### src/rtl/cbrt_pkg.sv
// Shared widths, defaults and FSM encoding for the cube-root feed controller.
package cbrt_pkg;

  localparam int unsigned CBRT_A_W         = 8;
  localparam int unsigned CBRT_Y_W         = 4;
  localparam int unsigned CBRT_DEPTH       = 4;
  localparam int unsigned CBRT_TIMEOUT_CYC = 64;

  typedef enum logic [1:0] {
    StIdle     = 2'd0,
    StLaunch   = 2'd1,
    StWaitBusy = 2'd2,
    StWaitDone = 2'd3
  } cbrt_state_e;

endpackage

### src/rtl/cbrt_feed_ctrl_if.sv
// Operand stream, result stream and core handshake of cbrt_feed_ctrl.
// master = surroundings (producer, consumer, core); slave = the controller.
interface cbrt_feed_ctrl_if
  import cbrt_pkg::*;
#(
  parameter int unsigned A_W = CBRT_A_W,
  parameter int unsigned Y_W = CBRT_Y_W
);

  logic [A_W-1:0] op_data_i;
  logic           op_valid_i;
  logic           op_ready_o;
  logic [Y_W-1:0] res_data_o;
  logic [A_W-1:0] res_op_o;
  logic           res_valid_o;
  logic           res_ready_i;
  logic [A_W-1:0] core_a_o;
  logic           core_start_o;
  logic [Y_W-1:0] core_y_i;
  logic           core_busy_i;
  logic           err_o;

  modport master (
    output op_data_i, op_valid_i, res_ready_i, core_y_i, core_busy_i,
    input  op_ready_o, res_data_o, res_op_o, res_valid_o, core_a_o, core_start_o, err_o
  );

  modport slave (
    input  op_data_i, op_valid_i, res_ready_i, core_y_i, core_busy_i,
    output op_ready_o, res_data_o, res_op_o, res_valid_o, core_a_o, core_start_o, err_o
  );

endinterface

### src/rtl/cbrt_op_fifo.sv
// Synchronous operand FIFO with full/empty flags and asynchronous active-high reset.
module cbrt_op_fifo #(
  parameter int unsigned W     = 8,
  parameter int unsigned DEPTH = 4
) (
  input  logic         clk_i,
  input  logic         rst_i,
  input  logic         wr_en_i,
  input  logic [W-1:0] wr_data_i,
  input  logic         rd_en_i,
  output logic [W-1:0] rd_data_o,
  output logic         full_o,
  output logic         empty_o
);

  localparam int unsigned PW = $clog2(DEPTH);

  logic [PW-1:0] wr_ptr_q, rd_ptr_q;
  logic [PW:0]   cnt_q;
  logic [W-1:0]  mem_q [DEPTH];
  logic          wr_ok, rd_ok;

  assign full_o    = (cnt_q == (PW+1)'(DEPTH));
  assign empty_o   = (cnt_q == '0);
  assign wr_ok     = wr_en_i && !full_o;
  assign rd_ok     = rd_en_i && !empty_o;
  assign rd_data_o = mem_q[rd_ptr_q];

  // Pointers wrap naturally since DEPTH is a power of two.
  always_ff @(posedge clk_i or posedge rst_i) begin
    if (rst_i) begin
      wr_ptr_q <= '0;
      rd_ptr_q <= '0;
      cnt_q    <= '0;
    end else begin
      if (wr_ok) wr_ptr_q <= wr_ptr_q + PW'(1);
      if (rd_ok) rd_ptr_q <= rd_ptr_q + PW'(1);
      case ({wr_ok, rd_ok})
        2'b10:   cnt_q <= cnt_q + (PW+1)'(1);
        2'b01:   cnt_q <= cnt_q - (PW+1)'(1);
        default: cnt_q <= cnt_q;
      endcase
    end
  end

  always_ff @(posedge clk_i) begin
    if (wr_ok) mem_q[wr_ptr_q] <= wr_data_i;
  end

endmodule

### src/rtl/cbrt_feed_ctrl.sv
// Stream front end for the iterative cube-root core: queues operands, launches one at a
// time and holds each result in a valid/ready slot. CBRT_FEED_TIMEOUT_EN adds a watchdog.
module cbrt_feed_ctrl
  import cbrt_pkg::*;
#(
  parameter int unsigned A_W         = CBRT_A_W,
  parameter int unsigned Y_W         = CBRT_Y_W,
  parameter int unsigned DEPTH       = CBRT_DEPTH,
  parameter int unsigned TIMEOUT_CYC = CBRT_TIMEOUT_CYC
) (
  input logic             clk_i,
  input logic             rst_i,
  cbrt_feed_ctrl_if.slave bus
);

  if ((DEPTH < 2) || ((DEPTH & (DEPTH - 1)) != 0)) begin : g_bad_depth
    $error("DEPTH must be a power of two >= 2");
  end
  if ((TIMEOUT_CYC < 1) || (TIMEOUT_CYC > 255)) begin : g_bad_timeout
    $error("TIMEOUT_CYC must fit the 8-bit watchdog");
  end

  cbrt_state_e    state_q, state_d;
  logic [A_W-1:0] core_a_q, core_a_d;
  logic [A_W-1:0] shadow_q, shadow_d;
  logic [Y_W-1:0] res_data_q, res_data_d;
  logic [A_W-1:0] res_op_q, res_op_d;
  logic           res_valid_q, res_valid_d;
  logic           pop, start, fifo_full, fifo_empty, tmo_hit;
  logic [A_W-1:0] fifo_head;

  cbrt_op_fifo #(
    .W     (A_W),
    .DEPTH (DEPTH)
  ) u_fifo (
    .clk_i     (clk_i),
    .rst_i     (rst_i),
    .wr_en_i   (bus.op_valid_i && !fifo_full),
    .wr_data_i (bus.op_data_i),
    .rd_en_i   (pop),
    .rd_data_o (fifo_head),
    .full_o    (fifo_full),
    .empty_o   (fifo_empty)
  );

  always_comb begin
    state_d     = state_q;
    core_a_d    = core_a_q;
    shadow_d    = shadow_q;
    res_data_d  = res_data_q;
    res_op_d    = res_op_q;
    res_valid_d = res_valid_q && !bus.res_ready_i;
    pop         = 1'b0;
    start       = 1'b0;
    unique case (state_q)
      StIdle: begin
        // Uses the registered valid, so a slot draining this cycle still blocks the pop.
        if (!fifo_empty && !res_valid_q) begin
          pop      = 1'b1;
          core_a_d = fifo_head;
          shadow_d = fifo_head;
          state_d  = StLaunch;
        end
      end
      StLaunch: begin
        start   = 1'b1;
        state_d = StWaitBusy;
      end
      StWaitBusy: begin
        if (tmo_hit)               state_d = StIdle;
        else if (bus.core_busy_i)  state_d = StWaitDone;
      end
      StWaitDone: begin
        if (tmo_hit) begin
          state_d = StIdle;
        end else if (!bus.core_busy_i) begin
          res_data_d  = bus.core_y_i;
          res_op_d    = shadow_q;
          res_valid_d = 1'b1;
          state_d     = StIdle;
        end
      end
      default: state_d = StIdle;
    endcase
  end

  always_ff @(posedge clk_i or posedge rst_i) begin
    if (rst_i) begin
      state_q     <= StIdle;
      core_a_q    <= '0;
      shadow_q    <= '0;
      res_data_q  <= '0;
      res_op_q    <= '0;
      res_valid_q <= 1'b0;
    end else begin
      state_q     <= state_d;
      core_a_q    <= core_a_d;
      shadow_q    <= shadow_d;
      res_data_q  <= res_data_d;
      res_op_q    <= res_op_d;
      res_valid_q <= res_valid_d;
    end
  end

`ifdef CBRT_FEED_TIMEOUT_EN
  localparam logic [7:0] TmoLast = 8'(TIMEOUT_CYC - 1);

  logic [7:0] tmo_cnt_q, tmo_cnt_d;
  logic       err_q, err_d;

  // One count spans both wait states; cleared while the start pulse is out.
  assign tmo_hit = ((state_q == StWaitBusy) || (state_q == StWaitDone)) &&
                   (tmo_cnt_q == TmoLast);

  always_comb begin
    tmo_cnt_d = tmo_cnt_q;
    err_d     = err_q || tmo_hit;
    if (state_q == StLaunch) begin
      tmo_cnt_d = '0;
    end else if ((state_q == StWaitBusy) || (state_q == StWaitDone)) begin
      tmo_cnt_d = tmo_cnt_q + 8'd1;
    end
  end

  always_ff @(posedge clk_i or posedge rst_i) begin
    if (rst_i) begin
      tmo_cnt_q <= '0;
      err_q     <= 1'b0;
    end else begin
      tmo_cnt_q <= tmo_cnt_d;
      err_q     <= err_d;
    end
  end

  assign bus.err_o = err_q;
`else
  assign tmo_hit   = 1'b0;
  assign bus.err_o = 1'b0;
`endif

  assign bus.op_ready_o   = !fifo_full;
  assign bus.res_data_o   = res_data_q;
  assign bus.res_op_o     = res_op_q;
  assign bus.res_valid_o  = res_valid_q;
  assign bus.core_a_o     = core_a_q;
  assign bus.core_start_o = start;

endmodule

### src/flat_wrapper.sv
// flat-port wrapper written by rule: the top's interface ports become plain ports
module cbrt_feed_ctrl_flat import cbrt_pkg::*;
#(
  parameter int unsigned A_W         = CBRT_A_W,
  parameter int unsigned Y_W         = CBRT_Y_W,
  parameter int unsigned DEPTH       = CBRT_DEPTH,
  parameter int unsigned TIMEOUT_CYC = CBRT_TIMEOUT_CYC
)
  (clk_i, rst_i, bus_op_data_i, bus_op_valid_i, bus_res_ready_i, bus_core_y_i, bus_core_busy_i, bus_op_ready_o, bus_res_data_o, bus_res_op_o, bus_res_valid_o, bus_core_a_o, bus_core_start_o, bus_err_o);
  cbrt_feed_ctrl_if #(.A_W(A_W), .Y_W(Y_W)) bus_i ();
  input logic clk_i;
  input logic rst_i;
  input wire logic [$bits(bus_i.op_data_i)-1:0] bus_op_data_i;
  input wire logic [$bits(bus_i.op_valid_i)-1:0] bus_op_valid_i;
  input wire logic [$bits(bus_i.res_ready_i)-1:0] bus_res_ready_i;
  input wire logic [$bits(bus_i.core_y_i)-1:0] bus_core_y_i;
  input wire logic [$bits(bus_i.core_busy_i)-1:0] bus_core_busy_i;
  output wire logic [$bits(bus_i.op_ready_o)-1:0] bus_op_ready_o;
  output wire logic [$bits(bus_i.res_data_o)-1:0] bus_res_data_o;
  output wire logic [$bits(bus_i.res_op_o)-1:0] bus_res_op_o;
  output wire logic [$bits(bus_i.res_valid_o)-1:0] bus_res_valid_o;
  output wire logic [$bits(bus_i.core_a_o)-1:0] bus_core_a_o;
  output wire logic [$bits(bus_i.core_start_o)-1:0] bus_core_start_o;
  output wire logic [$bits(bus_i.err_o)-1:0] bus_err_o;
  assign bus_i.op_data_i = bus_op_data_i;
  assign bus_i.op_valid_i = bus_op_valid_i;
  assign bus_i.res_ready_i = bus_res_ready_i;
  assign bus_i.core_y_i = bus_core_y_i;
  assign bus_i.core_busy_i = bus_core_busy_i;
  assign bus_op_ready_o = bus_i.op_ready_o;
  assign bus_res_data_o = bus_i.res_data_o;
  assign bus_res_op_o = bus_i.res_op_o;
  assign bus_res_valid_o = bus_i.res_valid_o;
  assign bus_core_a_o = bus_i.core_a_o;
  assign bus_core_start_o = bus_i.core_start_o;
  assign bus_err_o = bus_i.err_o;
  cbrt_feed_ctrl #(.A_W(A_W), .Y_W(Y_W), .DEPTH(DEPTH), .TIMEOUT_CYC(TIMEOUT_CYC)) u_core (.clk_i(clk_i), .rst_i(rst_i), .bus(bus_i));
endmodule
### config.mk
export PLATFORM = sky130hd
export DESIGN_NAME = cbrt_feed_ctrl_flat
export DESIGN_NICKNAME = d
export VERILOG_FILES = /design/src/rtl/cbrt_pkg.sv /design/src/rtl/cbrt_feed_ctrl_if.sv /design/src/rtl/cbrt_op_fifo.sv /design/src/rtl/cbrt_feed_ctrl.sv /design/src/flat_wrapper.sv
export SDC_FILE = /design/constraint.sdc
export NUM_CORES = 1
export LEC_CHECK = 0
export CORE_UTILIZATION = 53
export CTS_CLUSTER_DIAMETER = 120
export DETAILED_ROUTE_END_ITERATION = 10
export GPL_TIMING_DRIVEN = 0
export MAX_ROUTING_LAYER = met4
export PLACE_DENSITY_LB_ADDON = 0.12
export RECOVER_POWER = 25
export SLEW_MARGIN = 15
export SYNTH_ARGS = -nofsm -noshare
export SYNTH_HDL_FRONTEND = slang
export SYNTH_HIERARCHICAL = 1
export SYNTH_SLANG_ARGS = --single-unit
### constraint.sdc
create_clock -name clk_i -period 3.3 [get_ports clk_i]
set_clock_uncertainty 0.15 [all_clocks]
set_input_delay 0.825 -clock clk_i [delete_from_list [all_inputs] [get_ports clk_i]]
set_output_delay 0.825 -clock clk_i [all_outputs]
set_load 0.05 [all_outputs]
==> impl_metrics.ini, run 1 <==
[pwr]
p_seq_share_pct = 35.1
p_sw_share_pct = 39.0
power_switching_mw = 1.41
peakVddDrop_mv = 0.527
p_comb_share_pct = 47.7
power_mw = 3.60
internal-power_mw = 2.20
clkPwrFrac_pct = 17.2
p_leak_nw = 1.33
power_density_nw_per_um2 = 1100

[sta]
holdWs_ns = 0.357
hold_viol_final = 0
slew_headroom_pct = 43.6
setup_slack_ns = 0.485
tns_ns = 0
fin_crit_ns = 2.81
fmax_mhz = 355
min_period_over_period_pct = 85.3
rsz0062_at_grt = false
final_max_slew_viol_count = 0
tightest_slew_ns = 0.845
setup_viol = 0

[layout]
fin_cells = 267
final_util_pct = 69.4
layout.nets = 223
n_antenna_cell = 0
area_growth_pct = 25.3
multi_input_area_um2 = 818
drive_gt1_share_pct = 29.0
num-fill-cells = 309
fin_area_um2 = 3280
regArea_um2 = 1710

[yosys]
synthesis.nets = 173
synth_area_um2 = 2610
synth-seq-cells = 62
synth-edff-count = 32
postSynthAreaPerCell_um2 = 17.9
ys_top_cells_by_area = edfxtp_1 37%, dfrtp_1 29%, mux4_2 6.9%
yosysTopAreaCellShare_pct = 36.8
yosysMostFrequentCell = edfxtp_1
synthArstFlopShare_pct = 48.4
yosysWarnings = 6
synthFlopType = edfxtp_1
yosysTopAreaCell = edfxtp_1
synthCells = 146
synth.cells.most_frequent = 32 x edfxtp_1, 30 x dfrtp_1, 12 x inv_1, 12 x mux2_2, 10 x mux2_4
synth_cell_type_count = 29
seq_area_frac_synth_pct = 65.5

[setup_path]
required_ns = 2.32
arrival_ns = 1.84
critPathMaxFanout = 5
cpPeakStageDelay_ns = 0.70
worstPathCellList = nor3b_4 -> inv_1 -> clkdlybuf4s50_1
slowest_stage = clkdlybuf4s50_1
endpoint_kind = primary output
startpoint_type = register
critical_path_class = reg2out

[route]
dr_total_vias = 1311
drc = 0
routedWlPerCell_um = 15.2
wirelength_um = 4050
dr.pass1.iters = 3
initialDrtViolationCount = 72
via_per_inst = 4.91
ant_nets = 0

[grt]
track_usage_pct = 18.8
grt_max_degree = 24
gr-total-overflow = 0
grt_pass1_wl_um = 6670
antenna_found_initial = 0
grt_pass1_vias = 1345

[clock_tree]
root_buffer = clkbuf_8
cts_sinks = 62
clk_pin_slew_ns = 0.06
cts_setup_buffers = 0
cts_buffer_depth = 2
ctsHoldBuffers = 0
worst_skew_pair.late_latency_ns = 0.33
post_cts_resized = 0
numCtsBuffers = 9
cts_tree = done
h-tree-depth = 3

[floorplanning]
rows = 25
coreArea_um2 = 4720
die_area_um2 = 5220
io_pins = 41
die_w_um = 72.2
die_h_um = 72.2
initial_core_util_pct = 55.3

[run_status]
outcome = completed

[place]
post-dp-hpwl_um = 2890
place_inst = 252
dp_slack_ns = 0.410
place_area_um2 = 3090
portBuffers = 39
gp_congestion = 0.690

[hold_path]
hp-class = reg2reg

[run]
maxCapViolCount = 0
critical path, delay by kind of cell, from the launching register on:
family        cells  cell delay (ns)
flops             1             0.45
simple gates      1             0.29
buf+inv           2             0.76
flip-flops by register name, indices dropped and copies added (netlist names):
signal,flops
u_core/bus.res_valid_o,1
u_core/state_q,2
u_core/u_fifo/wr_ptr_q,2
u_core/u_fifo/cnt_q,3
u_core/bus.res_op_o,8
u_core/u_fifo/mem_q,32
u_core/bus.res_data_o,4
u_core/u_fifo/rd_ptr_q,2
u_core/shadow_q,8
worst paths after layout:
check	from	end	slack, ns	cells after the start
min reg2reg	u_core/bus.res_data_o[3]	u_core/bus.res_data_o[3]	0.36	1
max	u_core/u_fifo/cnt_q[0]	bus_op_ready_o	0.49	3
max in group asynchronous	rst_i	u_core/bus.res_op_o[3]	1.50	2
max reg2reg	u_core/state_q[0]	u_core/u_fifo/cnt_q[2]	0.74	11
min in group asynchronous	rst_i	u_core/u_fifo/cnt_q[2]	0.75	2
min	u_core/bus.res_data_o[3]	u_core/bus.res_data_o[3]	0.36	1
cells in the final DEF (no fill, tap or decap):
cell type        instances
edfxtp_1                32
clkdlybuf4s50_1         30
dfrtp_1                 30
mux2_2                  12
inv_1                   12
mux2_4                  10
clkbuf_8                 9
dlygate4sd3_1            9
ha_1                     9
mux4_2                   8
and2_2                   4
xor2_1                   3
xnor2_1                  3
clkinv_2                 2
clkinvlp_4               2
buf_6                    2
o21ai_0                  2
mux2i_1                  2
nand2_1                  2
bufinv_16                1
clkinv_4                 1
nand2b_4                 1
nor3b_2                  1
nor2b_1                  1
a211oi_1                 1
a21oi_1                  1
buf_4                    1
conb_1                   1
o31a_2                   1
buf_2                    1
nor3b_4                  1
nor2b_4                  1
nor3_1                   1
clkbuf_1                 1
nor2_1                   1
fa_1                     1
cells by family (layout without fill, tap and decap cells):
logic type | after synthesis | after routing | synth area share, %
DFF | 62 | 62 | 65.5
muxes | 32 | 32 | 18.6
buffers and inverters | 17 | 71 | 3.21
and+or+nand+nor | 13 | 13 | 4.26
adders and majority gates | 10 | 10 | 5.07
xor gates and xnor gates | 6 | 6 | 2.01
AOI/OAI and AO/OA | 5 | 5 | 1.24
other | 1 | 1 | 0.143
area by class of cell:
class | count | area share (%)
Tap cell | 67 | 2.56
Sequential cell | 62 | 52.3
Clock buffer | 9 | 3.78
Clock inverter | 6 | 1.95
Timing Repair Buffer | 39 | 11.9
Buffer | 5 | 1.18
Multi-Input combinational cell | 67 | 25.0
Inverter | 12 | 1.38
power by group through the flow:
stage	Clock [mW]	Combinational [mW]	Sequential (mW)
2_1_floorplan	0	0.811	1.71
3_3_place_gp	0	1.68	1.26
3_5_place_dp	0	1.73	1.28
4_1_cts	0.640	1.74	1.27
5_1_grt	0.677	1.83	1.30
6_report	0.619	1.72	1.27
layer usage:
layer	global-route usage [%]	vias up	share of wire, %
li1	-	621	-
met1	23.7	648	45
met2	27.3	37	49
met3	6.94	5	4.8
met4	8.50	0	1.2
met5	-	-	0
Note: power is estimated with default switching activity, not from simulation.
==> run 2, diff against run 1 <==
Settings changed: GPL_ROUTABILITY_DRIVEN set to 1, RECOVER_POWER 25 to unset.
==> run 2 against run 1 <==
  * Register-to-register slack is essentially flat
  * Utilization is the same
  * Final area is the same
  * Critical path depth is the same
  * Clock power is essentially flat
  * Sequential power is essentially flat
  * Die area is the same
  * Sequential share of layout area is the same
  * Total power is essentially flat
  * Non-clock buffer count is the same
  * Critical endpoint unchanged
  * Largest power group unchanged
==> impl_metrics.ini, run 2 (same netlist as run 1, synthesis figures left out) <==
[route]
routedWlPerCell_um = 15.1
dr.pass1.iters = 4
via_per_inst = 4.89
dr_total_vias = 1306
wirelength_um = 4040
initialDrtViolationCount = 72
drc = 0
ant_nets = 0

[sta]
rsz0062_at_grt = false
fin_crit_ns = 2.82
tightest_slew_ns = 0.845
final_max_slew_viol_count = 0
setup_slack_ns = 0.481
tns_ns = 0
hold_viol_final = 0
setup_viol = 0
fmax_mhz = 355
slew_headroom_pct = 43.6
min_period_over_period_pct = 85.4

[clock_tree]
root_buffer = clkbuf_8
cts_tree = done
cts_buffer_depth = 2
clk_pin_slew_ns = 0.06
ctsHoldBuffers = 0
cts_sinks = 62
cts_setup_buffers = 0
numCtsBuffers = 9
worst_skew_pair.late_latency_ns = 0.33
h-tree-depth = 3
post_cts_resized = 0

[grt]
gr-total-overflow = 0
grt_pass1_wl_um = 6670
grt_pass1_vias = 1345
antenna_found_initial = 0
track_usage_pct = 18.8
grt_max_degree = 24

[setup_path]
required_ns = 2.32
slowest_stage = clkdlybuf4s50_1
reg2reg_depth = 11
crit_cells = 3
endpoint = bus_op_ready_o
critical_path_class = reg2out
cpLargestDelayFamily = buffers and inverters
arrival_ns = 1.84
endpoint_kind = primary output
startpoint = u_core/u_fifo/cnt_q[0]
cp_num_buf_inv = 2
worstReg2RegEnd = u_core/u_fifo/cnt_q[2]
critPathMaxFanout = 5
cpPeakStageDelay_ns = 0.70
startpoint_type = register
ff2ff_setup_slack_ns = 0.73
worstPathCellList = nor3b_4 -> inv_1 -> clkdlybuf4s50_1
r2r_start = u_core/state_q[0]

[floorplanning]
initial_core_util_pct = 55.3
io_pins = 41
die_w_um = 72.2
die_h_um = 72.2
coreArea_um2 = 4720
rows = 25
die_area_um2 = 5220

[hold_path]
hp-start = u_core/bus.res_data_o[3]
hp-class = reg2reg

[place]
dp_slack_ns = 0.410
place_inst = 252
post-dp-hpwl_um = 2890
gp_congestion = 0.690
portBuffers = 39

[layout]
final_cell_mix = 39 x clkdlybuf4s50_1, 32 x edfxtp_1, 30 x dfrtp_1, 12 x mux2_2, 12 x inv_1
num-fill-cells = 309
area_growth_pct = 25.3
n_antenna_cell = 0
regArea_um2 = 1710
largest-register = u_core/u_fifo/mem_q
drive_gt1_share_pct = 29.0
layout.nets = 223
mostFrequentLayoutCell = clkdlybuf4s50_1
fin_cells = 267
largest_reg_flops = 32
multi_input_area_um2 = 818

[pwr]
power_density_nw_per_um2 = 1100
p_leak_nw = 1.33
peakVddDrop_mv = 0.529

[run]
maxCapViolCount = 0

[run_status]
outcome = completed
## run 2: cell count changes in the layout (fill, tap and decap cells not counted), sizes merged
cell and change:
clkdlybuf4s50 +9, dlygate4sd3 -9
## run 2: metrics by stage
stage / power (mW) / area, µm² / hold slack, ns / utilization (%)
global route: 3.81 / 3280 / 0.367 / 69.4
finish: 3.60 / 3280 / 0.357 / 69.4
CTS: 3.65 / 3280 / 0.361 / 69.4
floorplan: 2.52 / 2610 / 0.335 / -
detailed placement: 3.02 / 3090 / 0.342 / 65.4
global placement: 2.93 / 3090 / 0.338 / 65.4
## run 2: cell type report
type | instances | area share [%]
flip-flops and latches | 62 | 52.3
multi-input cells | 67 | 25.0
repair buffers | 39 | 11.9
clock buffers | 9 | 3.78
well taps | 67 | 2.56
clock inverters | 6 | 1.95
inverters | 12 | 1.38
plain buffers | 5 | 1.18
## run 2: routing by layer
layer  vias up  part of all wire [%]  wire length [µm]  GRT usage [%]
met1       643                    45              1820           23.7
met4         0                   1.3                51           8.50
met3         5                   4.8               193           6.94
li1        621                     -                 -              -
met2        37                    49              1980           27.3
met5         -                     0                 0              -
## run 2: worst reg2reg max path: stages (launching register included)
cell and delay [ns]:
dfrtp_1 0.40, inv_1 0.11, ha_1 0.20, nor3b_2 0.19, buf_6 0.16, o31a_2 0.18, ha_1 0.18, inv_1 0.06
fa_1 0.37, xor2_1 0.15, nor2_1 0.13, xor2_1 0.20
## run 2: how the worst min path moves through the flow
stage / to / slack (ns) / depth (start not counted)
2_1_floorplan: u_core/u_fifo/cnt_q[2] / 0.34 / 1
3_3_place_gp: u_core/bus.res_op_o[4] / 0.34 / 1
3_5_place_dp: u_core/bus.res_data_o[3] / 0.34 / 1
4_1_cts: u_core/bus.res_data_o[3] / 0.36 / 1
5_1_grt: u_core/bus.res_data_o[3] / 0.37 / 1
6_report: u_core/bus.res_data_o[3] / 0.36 / 1
## run 2: where the power goes
group	internal, mW	total, mW	switching [mW]
clock network	0.342	0.618	0.276
logic	0.753	1.72	0.967
registers	1.10	1.27	0.162
